$ cat config.mk
export PLATFORM = sky130hd
export DESIGN_NAME = axi_log_arbiter
export DESIGN_NICKNAME = d
export VERILOG_FILES = /design/src/rtl/axi_log_arbiter.sv
export SDC_FILE = /design/constraint.sdc
export NUM_CORES = 1
export LEC_CHECK = 0
export CAP_MARGIN = 20
export CORE_MARGIN = 2
export CORE_UTILIZATION = 45
export DETAILED_ROUTE_END_ITERATION = 8
export DONT_BUFFER_PORTS = 1
export GPL_TIMING_DRIVEN = 0
export PLACE_DENSITY = 0.63
export SETUP_SLACK_MARGIN = 0.4
export SYNTH_ARGS = -nofsm -noshare
export SYNTH_HDL_FRONTEND = slang
export SYNTH_SLANG_ARGS = --single-unit
export TNS_END_PERCENT = 50
$ cat constraint.sdc
create_clock -name Clk_CI -period 4 [get_ports Clk_CI]
set_clock_uncertainty 0.05 [all_clocks]
set_input_delay 0.4 -clock Clk_CI [delete_from_list [all_inputs] [get_ports Clk_CI]]
set_output_delay 0.4 -clock Clk_CI [all_outputs]
set_load 0.03 [all_outputs]
$ cat src/rtl/axi_log_arbiter.sv
// Snoops AXI AR/AW address handshakes, buffers them in per-channel FIFOs and
// issues them one per cycle to a logger using round-robin arbitration.
module axi_log_arbiter #(
    parameter int AXI_ID_BITW   = 8,
    parameter int AXI_ADDR_BITW = 32,
    parameter int AXI_LEN_BITW  = 8,
    parameter int FIFO_DEPTH    = 4,
    parameter int DROP_CNT_BITW = 16
) (
    input  logic                     Clk_CI,
    input  logic                     Rst_RI,
    input  logic                     ArValid_SI,
    input  logic                     ArReady_SI,
    input  logic [AXI_ID_BITW-1:0]   ArId_DI,
    input  logic [AXI_ADDR_BITW-1:0] ArAddr_DI,
    input  logic [AXI_LEN_BITW-1:0]  ArLen_DI,
    input  logic                     AwValid_SI,
    input  logic                     AwReady_SI,
    input  logic [AXI_ID_BITW-1:0]   AwId_DI,
    input  logic [AXI_ADDR_BITW-1:0] AwAddr_DI,
    input  logic [AXI_LEN_BITW-1:0]  AwLen_DI,
    input  logic                     Enable_SI,
    input  logic                     Clear_SI,
    input  logic                     LogFull_SI,
    output logic                     LogValid_SO,
    output logic                     LogReady_SO,
    output logic [AXI_ID_BITW-1:0]   LogId_DO,
    output logic [AXI_ADDR_BITW-1:0] LogAddr_DO,
    output logic [AXI_LEN_BITW-1:0]  LogLen_DO,
    output logic                     LogChan_SO,
    output logic                     LogClear_SO,
    output logic [DROP_CNT_BITW-1:0] DropCntAr_DO,
    output logic [DROP_CNT_BITW-1:0] DropCntAw_DO
);

    localparam int PTR_W = $clog2(FIFO_DEPTH);
    localparam int CNT_W = PTR_W + 1;
    localparam int ENT_W = AXI_ID_BITW + AXI_ADDR_BITW + AXI_LEN_BITW;

    typedef enum logic [1:0] {
        ST_RUN   = 2'd0,
        ST_STALL = 2'd1,
        ST_FLUSH = 2'd2
    } state_t;

    state_t                        state_r, state_nxt_s;
    logic [ENT_W-1:0]              mem_r [2][FIFO_DEPTH];
    logic [1:0][PTR_W-1:0]         rd_ptr_r, wr_ptr_r;
    logic [1:0][CNT_W-1:0]         cnt_r;
    logic [1:0][DROP_CNT_BITW-1:0] drop_cnt_r;
    logic [1:0][ENT_W-1:0]         payload_s;
    logic [1:0]                    evt_s, push_s, pop_s, drop_s, nonempty_s;
    logic                          rr_r, grant_s, issue_s;
    logic [ENT_W-1:0]              head_s;
    logic                          log_valid_r, log_chan_r, log_clear_r;
    logic [ENT_W-1:0]              log_payload_r;

    // Capture, arbitration and push/pop/drop decisions
    always_comb begin
        evt_s[0]     = ArValid_SI && ArReady_SI && Enable_SI && !Clear_SI;
        evt_s[1]     = AwValid_SI && AwReady_SI && Enable_SI && !Clear_SI;
        payload_s[0] = {ArId_DI, ArAddr_DI, ArLen_DI};
        payload_s[1] = {AwId_DI, AwAddr_DI, AwLen_DI};
        for (int c = 0; c < 2; c++) begin
            nonempty_s[c] = (cnt_r[c] != {CNT_W{1'b0}});
        end
        issue_s = (state_r == ST_RUN) && !Clear_SI && (|nonempty_s);
        if (&nonempty_s) begin
            grant_s = rr_r;
        end else if (nonempty_s[0]) begin
            grant_s = 1'b0;
        end else begin
            grant_s = 1'b1;
        end
        head_s = mem_r[grant_s][rd_ptr_r[grant_s]];
        for (int c = 0; c < 2; c++) begin
            pop_s[c]  = issue_s && (grant_s == c[0]);
            // A full FIFO still accepts when its head leaves in the same cycle
            push_s[c] = evt_s[c] && (!cnt_r[c][PTR_W] || pop_s[c]);
            drop_s[c] = evt_s[c] && !push_s[c];
        end
    end

    // FIFO storage; no reset needed since occupancy gates every read
    always_ff @(posedge Clk_CI) begin
        for (int c = 0; c < 2; c++) begin
            if (push_s[c]) begin
                mem_r[c][wr_ptr_r[c]] <= payload_s[c];
            end
        end
    end

    // FIFO pointers, occupancy and saturating drop counters
    always_ff @(posedge Clk_CI or posedge Rst_RI) begin
        if (Rst_RI) begin
            rd_ptr_r   <= '0;
            wr_ptr_r   <= '0;
            cnt_r      <= '0;
            drop_cnt_r <= '0;
        end else if (Clear_SI) begin
            rd_ptr_r   <= '0;
            wr_ptr_r   <= '0;
            cnt_r      <= '0;
            drop_cnt_r <= '0;
        end else begin
            for (int c = 0; c < 2; c++) begin
                if (push_s[c]) begin
                    wr_ptr_r[c] <= wr_ptr_r[c] + {{(PTR_W-1){1'b0}}, 1'b1};
                end
                if (pop_s[c]) begin
                    rd_ptr_r[c] <= rd_ptr_r[c] + {{(PTR_W-1){1'b0}}, 1'b1};
                end
                cnt_r[c] <= cnt_r[c] + CNT_W'(push_s[c]) - CNT_W'(pop_s[c]);
                if (drop_s[c] && !(&drop_cnt_r[c])) begin
                    drop_cnt_r[c] <= drop_cnt_r[c] + {{(DROP_CNT_BITW-1){1'b0}}, 1'b1};
                end
            end
        end
    end

    // Control state register
    always_ff @(posedge Clk_CI or posedge Rst_RI) begin
        if (Rst_RI) begin
            state_r <= ST_RUN;
        end else begin
            state_r <= state_nxt_s;
        end
    end

    // Next-state logic: Clear wins from every state
    always_comb begin
        state_nxt_s = state_r;
        case (state_r)
            ST_RUN: begin
                if (Clear_SI)        state_nxt_s = ST_FLUSH;
                else if (LogFull_SI) state_nxt_s = ST_STALL;
                else                 state_nxt_s = ST_RUN;
            end
            ST_STALL: begin
                if (Clear_SI)        state_nxt_s = ST_FLUSH;
                else if (LogFull_SI) state_nxt_s = ST_STALL;
                else                 state_nxt_s = ST_RUN;
            end
            ST_FLUSH: begin
                if (Clear_SI)        state_nxt_s = ST_FLUSH;
                else                 state_nxt_s = ST_RUN;
            end
            default: state_nxt_s = ST_RUN;
        endcase
    end

    // Round-robin pointer (0 = AR next) and registered logger outputs
    always_ff @(posedge Clk_CI or posedge Rst_RI) begin
        if (Rst_RI) begin
            rr_r          <= 1'b0;
            log_valid_r   <= 1'b0;
            log_chan_r    <= 1'b0;
            log_clear_r   <= 1'b0;
            log_payload_r <= '0;
        end else begin
            log_valid_r <= issue_s;
            log_clear_r <= Clear_SI;
            if (Clear_SI) begin
                rr_r <= 1'b0;
            end else if (issue_s) begin
                rr_r <= ~grant_s;
            end
            if (issue_s) begin
                log_chan_r    <= grant_s;
                log_payload_r <= head_s;
            end
        end
    end

    assign LogValid_SO  = log_valid_r;
    assign LogReady_SO  = log_valid_r;
    assign LogChan_SO   = log_chan_r;
    assign LogClear_SO  = log_clear_r;
    assign {LogId_DO, LogAddr_DO, LogLen_DO} = log_payload_r;
    assign DropCntAr_DO = drop_cnt_r[0];
    assign DropCntAw_DO = drop_cnt_r[1];

endmodule

# [Word level (Yosys, flattened, before mapping)]
# Memory sizes are Yosys's and may differ from the RTL's.
# Cells that the tools add are included.
[op_classes] n_addsub=10 n_lt_le_gt_ge=6 n_eq_ne=2 muxes=31 bitwise=4 reduce_logical=42
[ops] operator="$mux 192" n=2
[ops] operator="$demux 48 s2" n=2
[ops] operator="$mux 48" n=4
[ops] operator="$bmux 48 s2" n=1
[ops] operator="$add 16x1->16 const B" n=2
[ops] operator="$mux 16" n=2
[ops] operator="$mux 32" n=1
[ops] operator="$reduce_and 16->1" n=2
[ops] operator="$logic_and 1x1->1" n=18
[ops] operator="$mux 2" n=8
[ops] operator="$reduce_bool 2->1" n=7
[ops] operator="$ge 3x3->1 const B" n=3
[ops] operator="$not 2->3" n=3
[ops] operator="$add 2x1->2 const B" n=4
[ops] operator="$mux 4" n=2
[ops] operator="$logic_not 1->1" n=7
[ops] operator="$mux 1" n=7
[ops] operator="$add 3x1->3" n=2
[ops] operator="$lt 3x1->1 const B" n=2
[ops] operator="$mux 6" n=1
[ops] operator="$reduce_bool 3->1" n=2
[ops] operator="$sub 3x1->3" n=2
[ops] operator="$pmux 2 s2" n=1
[ops] operator="$reduce_or 2->1" n=2
[ops] operator="other kinds (7)" n=8
[totals] regBits=100 ramBits=384 input_bits=105 output_inout_bits=84 wordCells=110 memories=1
[memory_table] name="mem_r" words=2 word_bits=192 read_ports=1 rd_clocked_by_memory_dff=0 wr=2 line="47" text="logic [ENT_W-1:0] mem_r [2][FIFO_DEPTH];"

# [Depth between registers and ports, before layout]
# Gate-level depths: netlist of run 1.
[logic_depth] depth_word=12 depth_mapped=12 depth_no_buf=11

# [Least setup slack after synthesis of run 1]
# No wires, ideal clock.
[synth_timing] path_kind="input -> register" start="in Clear_SI" end="mem mem_r[1][0] (netlist name) (enable)" setup_time_ns=0.410 t_arrival_ns=2.657 required_time_ns=3.540 setup_slack_ns=0.883 path_stages=5 path_buffers=1 cell_sequence="buf_4 -> nor3_1 -> o21ai_0 -> a21boi_1 -> and2_1"
[synth_rtl] item="start, declared" line="23" text="input logic Clear_SI,"
[synth_rtl] item="end, declared" line="47"

# [Worst setup path after layout of run 1]
[layout_timing] start="reg state_r[0]" end="reg cnt_r[1] (netlist name)"
[layout_via] elab_chain_cells=9
[layout_lines] item="start, declared" line="46" text="state_t state_r, state_nxt_s;"
[layout_lines] item="start signal, assigned" line="126" text="state_r <= state_nxt_s;"
[layout_lines] item="$logic_not 2->1 (*)" line="67" text="issue_s = (state_r == ST_RUN) && !Clear_SI && (|nonempty_s);"
[layout_lines] item="$logic_and 1x1->1 (*) (2 in a row)" line="67"
[layout_lines] item="$logic_and 1x1->1 (*)" line="77" text="pop_s[c] = issue_s && (grant_s == c[0]);"
[layout_lines] item="$logic_or 1x1->1" line="79" text="push_s[c] = evt_s[c] && (!cnt_r[c][PTR_W] || pop_s[c]);"
[layout_lines] item="$logic_and 1x1->1" line="79"
[layout_lines] item="$add 3x1->3" line="113" text="cnt_r[c] <= cnt_r[c] + CNT_W'(push_s[c]) - CNT_W'(pop_s[c]);"
[layout_lines] item="$sub 3x1->3 (*)" line="113"
[layout_lines] item="$mux 6 (*)" line="100" text="end else if (Clear_SI) begin"
[layout_lines] item="end signal, assigned by index" line="113"
[layout_lines] item="end, declared" line="49" text="logic [1:0][CNT_W-1:0] cnt_r;"
# Every way passes the cells marked *; elsewhere a longest branch is shown, timed or not.
# A chain may end at the register's enable or synchronous reset.

==> results.toml, run 1 <==
[drt]
drt_iter0_markers = 700
route.detailed.drc = 0
wl_per_cell_um = 23.3
firstDrtPassIters = 5
ant_nets = 0
via_per_inst = 5.50
via_count = 9859
wl_mm = 41.7

[yosys]
ys_async_sr_fraction_pct = 20.7
netlist_area_um2 = 18800
ys_warn_count = 0
synthDistinctLibCells = 53
synth_flop_cell = "edfxtp_1"
syn_area_per_cell_um2 = 17.7
synth_edf_count = 384
synth_seq_cells = 484
seq_area_frac_synth_pct = 74.6
synthesis.nets = 1182
syn_inst = 1061

[sta]
rsz0062_at_grt = "no"
finalHoldViolCount = 0
fin_ws_ns = 0.660
relSlewSlack_pct = 42.4
final_max_slew_viol_count = 0
period_share_pct = 83.5
period_needed_ns = 3.34
setup_violations = 0
fin_setup_tns_ns = 0
fmax_ghz = 0.299
worst_pin_slew_ns = 0.864

[setup_path]
r2r-start = "state_r[0]$_DFF_PP0_"
timing_worst_setup_path_type = "reg -> reg"
critPathMaxFanout = 10
critPathLaunch = "state_r[0]$_DFF_PP0_"
critPathRequiredTime_ns = 4.41
end_kind = "register"
rr_worst_depth = 10
setup.worst_path.start_class = "register"
cp_data_arrival_time_ns = 3.75
rrSetupSlack_ns = 0.66
r2r_end = "cnt_r[1]$_DFF_PP0_"

[min_path]
hold_path.class = "in -> reg"
min_from = "Clear_SI"
hold_end = "DropCntAr_DO[15]$_DFFE_PP0P_"
holdPathStages = 3

[cts]
cts_root_buffer = "clkbuf_16"
cts_tree = "done"
h-tree-depth = 2
cts_max_path_buffers = 3
clkSinkCount = 484
clk_pin_slew_ns = 0.06
post_cts_buffers = 0
cts_buffers = 49
clk_latency_ns = 0.59

[finish]
areaGrowthSynthToFinish_pct = 17.8
final_core_util_pct = 54.0
final_nets = 1337
final_common_cell = "edfxtp_1"
layout_common_cells = "edfxtp_1 (384), nand2_1 (118), dfrtp_1 (100), dlygate4sd3_1 (99), mux4_2 (96)"
drive_gt1_share_pct = 16.5
final_cells = 1794

[place]
dpl.cell_count = 1598
pre_cts_ws_ns = 0.462
port_buffers = 0
gp_congestion = 0.788
hpwl_mm = 27.6

[global_routing]
overflow = 0
groute.usage.overall_pct = 19.5
grt_pass1_wl_mm = 62.8
grt_max_degree = 60
grt_pass1_vias = 10100
antenna_found_initial = 7

[floorplanning]
fp.coreArea_um2 = 41000
row_count = 74
die_width_um = 208
die_area_um2 = 43400
die_h_um = 208
ios = 189
initial_core_util_pct = 45.8

[flow_run]
maxCapViolCount = 0

[power]
ir_drop_v = 0.000476
power.density_nw_per_um2 = 555
finalPower_mw = 12.3
power.leakage_nw = 7.42

[run_status]
outcome = "finished, final reports clean"
[logic make-up after synthesis]
| group | after synthesis | synth area share (%) |
|---|---|---|
| adder cells (fa/ha/maj) | 16 | 1.14 |
| AO/OA/AOI/OAI | 105 | 3.61 |
| multiplexers | 104 | 12.0 |
| AND/OR/NAND/NOR | 267 | 6.41 |
| XOR/XNOR | 14 | 0.652 |
| flip-flops | 484 | 74.6 |
| buffers and inverters | 71 | 1.58 |
[layer usage]
layer | track usage (%) | share of wire (%)
met2 | 32.2 | 49
met4 | 4.47 | 1.8
met5 | 0 | 0.057
met1 | 25.5 | 42
met3 | 6.19 | 7.2
[Yosys cell counts, drive strengths merged (9+ instances only)]
master | n | share of area [%]
a21oi | 17 | 0.47
a31oi | 49 | 1.6
and2 | 11 | 0.37
buf | 19 | 0.54
clkbuf | 33 | 0.66
dfrtp | 100 | 13
edfxtp | 384 | 61
ha | 14 | 0.93
inv | 18 | 0.36
mux4 | 96 | 12
nand2 | 118 | 2.4
nand3 | 13 | 0.35
nor2 | 75 | 1.5
o21ai | 13 | 0.35
or3 | 10 | 0.36
xor2 | 9 | 0.42
[critical path: stages (launching register included)]
cell	delay, ns
dfrtp_1	0.39
nor3_1	0.42
o41a_1	0.35
clkbuf_1	0.61
nand2_1	0.28
inv_1	0.15
ha_1	0.23
inv_1	0.05
ha_1	0.14
fa_1	0.40
nor2b_1	0.14
[cell type report]
cell class,count,area [um^2]
antenna,5,12.5
buffer,52,225
clock buffer,69,1380
clock inverter,23,173
fill,3247,18900
inverter,19,73.8
multi-input combinational,506,4490
sequential,484,14000
tap,532,666
timing repair buffer,104,1100
[registers in the layout, summed over array words and instances, names as in the netlist]
signal and count:
rd_ptr_r 4, LogReady_SO 1, log_payload_r 48, DropCntAw_DO 16
LogClear_SO 1, cnt_r 6, mem_r 384, rr_r 1
LogChan_SO 1, DropCntAr_DO 16, state_r 2, wr_ptr_r 4
[worst max path at each step]
stage / to / slack, ns / depth (start not counted)
4_1_cts: cnt_r[1]$_DFF_PP0_ / 0.54 / 10
3_3_place_gp: mem_r[1][123]$_DFFE_PP_ / -0.57 / 5
5_1_grt: cnt_r[2]$_DFF_PP0_ / 0.41 / 11
3_5_place_dp: cnt_r[1]$_DFF_PP0_ / 0.46 / 11
2_1_floorplan: mem_r[1][0]$_DFFE_PP_ / 0.88 / 5
6_report: cnt_r[1]$_DFF_PP0_ / 0.66 / 10
[per-stage QoR]
| step | hold WS (ns) | cell area, um^2 |
|---|---|---|
| after CTS | 0.151 | 22100 |
| final | 0.184 | 22200 |
| after global placement | 0.382 | 19500 |
| after floorplan | 0.381 | 18800 |
| after global routing | 0.210 | 22200 |
| after detailed placement | 0.382 | 19600 |
[repair_timing]
item	4_1_cts	5_1_grt
gates resized for setup	0	1
hold endpoints to repair	444	0
setup endpoints to repair	0	2
hold buffers	99	0
[power by group]
group          internal (mW)  switching (mW)
clock                   2.55            1.88
combinational          0.547           0.772
sequential              5.73           0.814
total                   8.83            3.46
Power figures use the tool's default switching activity.
==> run 2, diff against run 1 <==
Settings changed: ABC_AREA set to 1.
Clock period 4 ns to 3.1 ns, I/O delays scaled along.
==> run 2 against run 1 <==
  * Sequential share of layout area down 7.3 points
  * Combinational power rose to 4.2 times the previous value
  * Flip-flop and latch count stayed put
  * Clock-buffer cell count shrank 8
  * Worst hold slack worse by 0.12 ns
  * Critical path depth decreased by 1
  * Critical endpoint is now mem_r[0][171]$_DFFE_PP_
  * Non-clock buffer count grew 87
  * Die area grew 12%
  * Maximum frequency rose by 29%
  * Largest cell class unchanged
==> results.toml, run 2 <==
[run_status]
outcome = "finished, final reports clean"

[yosys]
syn_area_per_cell_um2 = 10.0
yosysTopAreaCell = "edfxtp_1"
synth_seq_cells = 484
syn_inst = 2100
synth.most_common_cell = "nand2_1"
synthDistinctLibCells = 34
ys_async_sr_fraction_pct = 20.7
ys_top_cells_by_area = "edfxtp_1 (55%), nand2_1 (19%), dfrtp_1 (12%)"
synthesis.nets = 2221
synth.top_cells.by_count = "nand2_1 (1043), edfxtp_1 (384), nand3_1 (242)"
seq_area_frac_synth_pct = 66.7
synth_edf_count = 384
synth_flop_cell = "edfxtp_1"
ys_warn_count = 0
netlist_area_um2 = 21000
synth_top_area_share_pct = 54.8

[drt]
firstDrtPassIters = 5
via_per_inst = 5.33
wl_mm = 61.2
wl_per_cell_um = 20.9
ant_nets = 0
route.detailed.drc = 0
drt_iter0_markers = 1521
via_count = 15600

[cts]
cts_tree = "done"
h-tree-depth = 2
cts_root_buffer = "clkbuf_16"
cts_max_path_buffers = 3
cts_buffers = 51
clk_latency_ns = 0.59
clkSinkCount = 484
clk_pin_slew_ns = 0.06

[finish]
final_common_cell = "nand2_1"
largest_register_ff_count = 384
drive_gt1_share_pct = 9.99
fin_area_um2 = 25000
fillers = 4020
areaGrowthSynthToFinish_pct = 19.0
layout_common_cells = "nand2_1 (1042), edfxtp_1 (384), nand3_1 (242), dlygate4sd3_1 (99), dfrtp_1 (98)"
final_nets = 2403

[place]
hpwl_mm = 39.4
place_area_um2 = 22200
port_buffers = 0
gp_congestion = 0.835

[sta]
setup_violations = 0
period_needed_ns = 2.58
final_max_slew_viol_count = 0
worst_pin_slew_ns = 0.814
period_share_pct = 83.3
finalHoldViolCount = 0
fmax_ghz = 0.387
relSlewSlack_pct = 45.7
rsz0062_at_grt = "no"
fin_setup_tns_ns = 0

[setup_path]
critPathRequiredTime_ns = 3.33
setup.worst_path.start_class = "register"
critPathMaxFanout = 20
critPathLaunch = "cnt_r[5]$_DFF_PP0_"
rr_worst_depth = 9
timing_worst_setup_path_type = "reg -> reg"
cp_data_arrival_time_ns = 2.82
end_kind = "register"
r2r-start = "cnt_r[5]$_DFF_PP0_"

[floorplanning]
ios = 189
die_width_um = 220
row_count = 79
die_area_um2 = 48500
initial_core_util_pct = 45.4
fp.coreArea_um2 = 46400
die_h_um = 220

[power]
p_clk_share_pct = 30.9
intPower_mw = 12.8
combPwrFrac_pct = 27.9
p_switching_mw = 7.16
power.density_nw_per_um2 = 796
ir_drop_v = 0.000469
power.leakage_nw = 10.7
p_seq_share_pct = 41.1
sw_frac_of_total_pct = 35.9

[flow_run]
maxCapViolCount = 0

[min_path]
hold_path.class = "in -> reg"
holdPathStages = 4
min_from = "AwValid_SI"

[global_routing]
grt_pass1_wl_mm = 92.1
antenna_found_initial = 7
groute.usage.overall_pct = 25.4
grt_pass1_vias = 15400
grt_max_degree = 40
overflow = 0
==> run 2: area by class of cell <==
cell class                 instances  area, um^2  area share, %
antenna                            3        7.51         0.0300
buffer                           115         621           2.48
clock buffer                      61        1320           5.29
clock inverter                    32         339           1.35
inverter                          51         195          0.779
multi-input combinational       1451        6310           25.2
sequential                       484       14000           56.0
tap                              607         759           3.03
timing repair buffer             128        1450           5.80
==> run 2: cell families (layout without fill, tap and decap cells) <==
| group | Yosys count | after routing | share of synthesized area, % |
|---|---|---|---|
| buffers and inverters | 166 | 387 | 3.86 |
| other | 0 | 3 | 0 |
| AOI/OAI and AO/OA | 26 | 26 | 0.755 |
| adders and majority gates | 16 | 16 | 1.02 |
| DFF | 484 | 484 | 66.7 |
| xor gates and xnor gates | 30 | 30 | 1.25 |
| and+or+nand+nor | 1378 | 1379 | 26.4 |
==> run 2: what timing repair did <==
item / in CTS / in global routing
setup endpoints to repair: 263 / 72
setup buffers: 5 / 7
hold endpoints to repair: 414 / 0
pin swaps: 4 / 3
hold buffers: 99 / 0
cloned: 1 / 0
gates resized for setup: 6 / 6
==> run 2: stage by stage <==
step	util (%)	power (mW)	cells	hold slack, ns	setup WS (ns)
3_3_place_gp	47.1	13.5	2707	0.292	-1.72
4_1_cts	53.9	20.0	2922	0.0177	0.379
3_5_place_dp	48.0	13.6	2724	0.257	-0.165
2_1_floorplan	-	11.9	2100	0.291	0.165
5_1_grt	54.0	21.0	2932	0.0539	0.388
6_report	54.0	19.9	2932	0.0592	0.516
==> run 2: metal layers <==
layer / GRT usage [%] / vias to the layer above / share of wire [%]
met5: 0 / - / 0.078
met3: 4.80 / 100 / 8.1
met4: 8.05 / 8 / 2.2
met1: 34.1 / 7594 / 42
li1: - / 7292 / -
met2: 41.9 / 630 / 48
==> run 2: worst max-delay path, stage by stage (launching register included) <==
cell	delay, ns
dfrtp_1	0.44
nor2_2	0.13
nand2_2	0.11
nand2_4	0.14
nand2_8	0.11
nor2_4	0.18
o21bai_4	0.16
nor2_4	0.49
buf_16	0.24
buf_12	0.21
==> run 2: final timing paths <==
path / to / slack, ns
worst max-delay path: mem_r[0][171]$_DFFE_PP_ / 0.52
worst min-delay path: wr_ptr_r[3]$_DFFE_PP0P_ / 0.06
worst max register to register: mem_r[0][171]$_DFFE_PP_ / 0.52
worst min register to register: state_r[0]$_DFF_PP0_ / 0.41
max in group asynchronous: log_payload_r[28]$_DFFE_PP0P_ / 1.83
min in group asynchronous: DropCntAr_DO[1]$_DFFE_PP0P_ / 0.26
==> run 2: power groups by stage <==
stage / combinational, mW / sequential (mW) / clock [mW]
2_1_floorplan: 3.69 / 8.24 / 0
3_3_place_gp: 5.17 / 8.33 / 0
3_5_place_dp: 5.27 / 8.33 / 0
4_1_cts: 5.51 / 8.20 / 6.25
5_1_grt: 6.22 / 8.24 / 6.50
6_report: 5.57 / 8.19 / 6.17
==> run 3, diff against run 2 <==
Settings changed: PLACE_DENSITY 0.63 to 0.65.
Clock period 3.1 ns to 2.18 ns, I/O delays scaled along.
==> run 3 against run 2 <==
  * The run now ends with negative hold slack, negative setup slack left
  * Worst setup slack worse by 0.78 ns
  * Wire length up 19%
  * Worst hold slack worse by 0.059 ns
  * Combinational power up 92%
  * Final cell count up 4.0%
  * Maximum frequency up 5.6%
  * Largest cell class unchanged
  * Highest routed layer unchanged
==> results.toml, run 3 (synthesized netlist as in run 2, its figures left out) <==
[sta]
setup_violations = 402
rsz0062_at_grt = "yes"
worst_pin_slew_ns = 0.868
period_share_pct = 112
fin_setup_tns_ns = -46.37
fmax_ghz = 0.409
final_max_slew_viol_count = 0
whs_ns = -0.000193
fin_ws_ns = -0.266
period_needed_ns = 2.45
relSlewSlack_pct = 42.1
finalHoldViolCount = 1

[global_routing]
grt_busiest_layer = "met2"
met2_usage_pct = 45.7
grt_pass1_wl_mm = 101
met3_usage_pct = 6.01
grt_pass1_vias = 16400
antenna_found_initial = 5
grt_use_met1_pct = 37.5
groute.usage.overall_pct = 28.3
grt_max_degree = 39
overflow = 0

[power]
power.density_nw_per_um2 = 1110
ir_drop_v = 0.000942
p_clk_share_pct = 29.1
combPwrFrac_pct = 33.9
p_seq_share_pct = 37.0
intPower_mw = 20.0
sw_frac_of_total_pct = 36.7
p_switching_mw = 11.6
power.leakage_nw = 12.2

[cts]
cts_max_path_buffers = 3
cts_tree = "done"
clkSinkCount = 484
clk_pin_slew_ns = 0.06
clk_latency_ns = 0.63
h-tree-depth = 2
cts_root_buffer = "clkbuf_16"
cts_buffers = 52

[finish]
layout_common_cells = "nand2_1 (947), edfxtp_1 (384), nand3_1 (238), dlygate4sd3_1 (101), dfrtp_1 (94)"
largest_register_ff_count = 384
drive_gt1_share_pct = 19.9
final_core_util_pct = 61.5
fillers = 3463
final_nets = 2517
areaGrowthSynthToFinish_pct = 35.4
final_cells = 3049
final_common_cell = "nand2_1"

[drt]
route.detailed.drc = 0
wl_mm = 73.2
via_count = 16900
wl_per_cell_um = 24.0
firstDrtPassIters = 6
drt_iter0_markers = 2033
ant_nets = 0
via_per_inst = 5.54

[place]
dpl.cell_count = 2726
port_buffers = 0
pre_cts_ws_ns = -0.764
hpwl_mm = 40.0
gp_congestion = 0.851

[floorplanning]
row_count = 79
fp.coreArea_um2 = 46400
initial_core_util_pct = 45.4
die_h_um = 220
die_width_um = 220
die_area_um2 = 48500
ios = 189

[setup_path]
r2r-start = "state_r[0]$_DFF_PP0_"
r2r_end = "cnt_r[2]$_DFF_PP0_"
rr_worst_depth = 11
timing_worst_setup_path_type = "reg -> reg"
critPathRequiredTime_ns = 2.60
rrSetupSlack_ns = -0.27
critPathMaxFanout = 4
critPathLaunch = "state_r[0]$_DFF_PP0_"
end_kind = "register"
crit_end = "cnt_r[2]$_DFF_PP0_"
setup.worst_path.start_class = "register"
cp_data_arrival_time_ns = 2.87

[run_status]
violations = "negative hold slack, negative setup slack"
outcome = "finished with violations"

[flow_run]
maxCapViolCount = 0

[min_path]
hold_path.class = "in -> reg"
min_from = "ArValid_SI"
run 3: cell types whose count changed in the layout (fill, tap and decap cells not counted), sizes merged:
cell,previous run,this run
buf,123,214
bufinv,7,5
clkbuf,82,107
clkinv,22,23
diode,3,2
dlygate4sd3,99,101
inv,51,53
nor2,66,65
run 3: worst min path at each step:
stage                                             end  cells after the start
after floorplan                 LogClear_SO$_DFF_PP0_                      0
after global placement          LogClear_SO$_DFF_PP0_                      0
after detailed placement  DropCntAr_DO[3]$_DFFE_PP0P_                      1
after CTS                 DropCntAr_DO[2]$_DFFE_PP0P_                      4
after global routing      DropCntAr_DO[2]$_DFFE_PP0P_                      4
final                     DropCntAr_DO[2]$_DFFE_PP0P_                      4
run 3: layer usage:
| layer | vias up | share of wire, % |
|---|---|---|
| met1 | 8105 | 38 |
| met4 | 6 | 4.4 |
| met5 | - | 0.044 |
| met2 | 1028 | 47 |
| li1 | 7541 | - |
| met3 | 217 | 11 |
run 3: power by group through the flow:
stage	sequential (mW)	clock, mW	combinational (mW)
2_1_floorplan	11.7	0	5.27
3_3_place_gp	11.9	0	7.38
3_5_place_dp	11.9	0	7.54
4_1_cts	11.7	9.18	8.66
5_1_grt	11.7	9.59	11.5
6_report	11.7	9.17	10.7
run 3: per-stage QoR:
stage	power, mW	area (um^2)	hold slack [ns]
3_5_place_dp	19.4	22300	0.0774
5_1_grt	32.9	28500	0.0431
4_1_cts	29.5	27100	-0.0267
3_3_place_gp	19.3	21900	0.200
6_report	31.6	28500	-0.000193
2_1_floorplan	17.0	21100	0.199
run 3: worst max-delay path, stage by stage, from the launching register on:
cell and delay, ns:
dfrtp_1 0.40, nor2_2 0.21, nand2_2 0.12, o21bai_4 0.21
nor2_4 0.19, o21bai_4 0.10, ha_4 0.28, inv_2 0.04
ha_4 0.15, fa_2 0.34, xor2_1 0.15, nor2_1 0.07
run 3: layout make-up:
class / instances / area, um^2 / area share, %
antenna: 2 / 5.00 / 0.0176
clock inverter: 33 / 320 / 1.12
timing repair buffer: 242 / 3690 / 12.9
tap: 607 / 759 / 2.67
inverter: 51 / 198 / 0.694
buffer: 115 / 1200 / 4.22
sequential: 484 / 14000 / 49.3
multi-input combinational: 1450 / 6840 / 24.0
clock buffer: 65 / 1440 / 5.06
run 3: what timing repair did:
| item | CTS | global route |
|---|---|---|
| setup buffers | 57 | 15 |
| hold buffers | 101 | 0 |
| resized for setup | 226 | 207 |
| gates cloned | 27 | 23 |
| hold endpoints to repair | 479 | 0 |
| pin swaps | 23 | 73 |
| endpoints found under the setup margin | 479 | 477 |
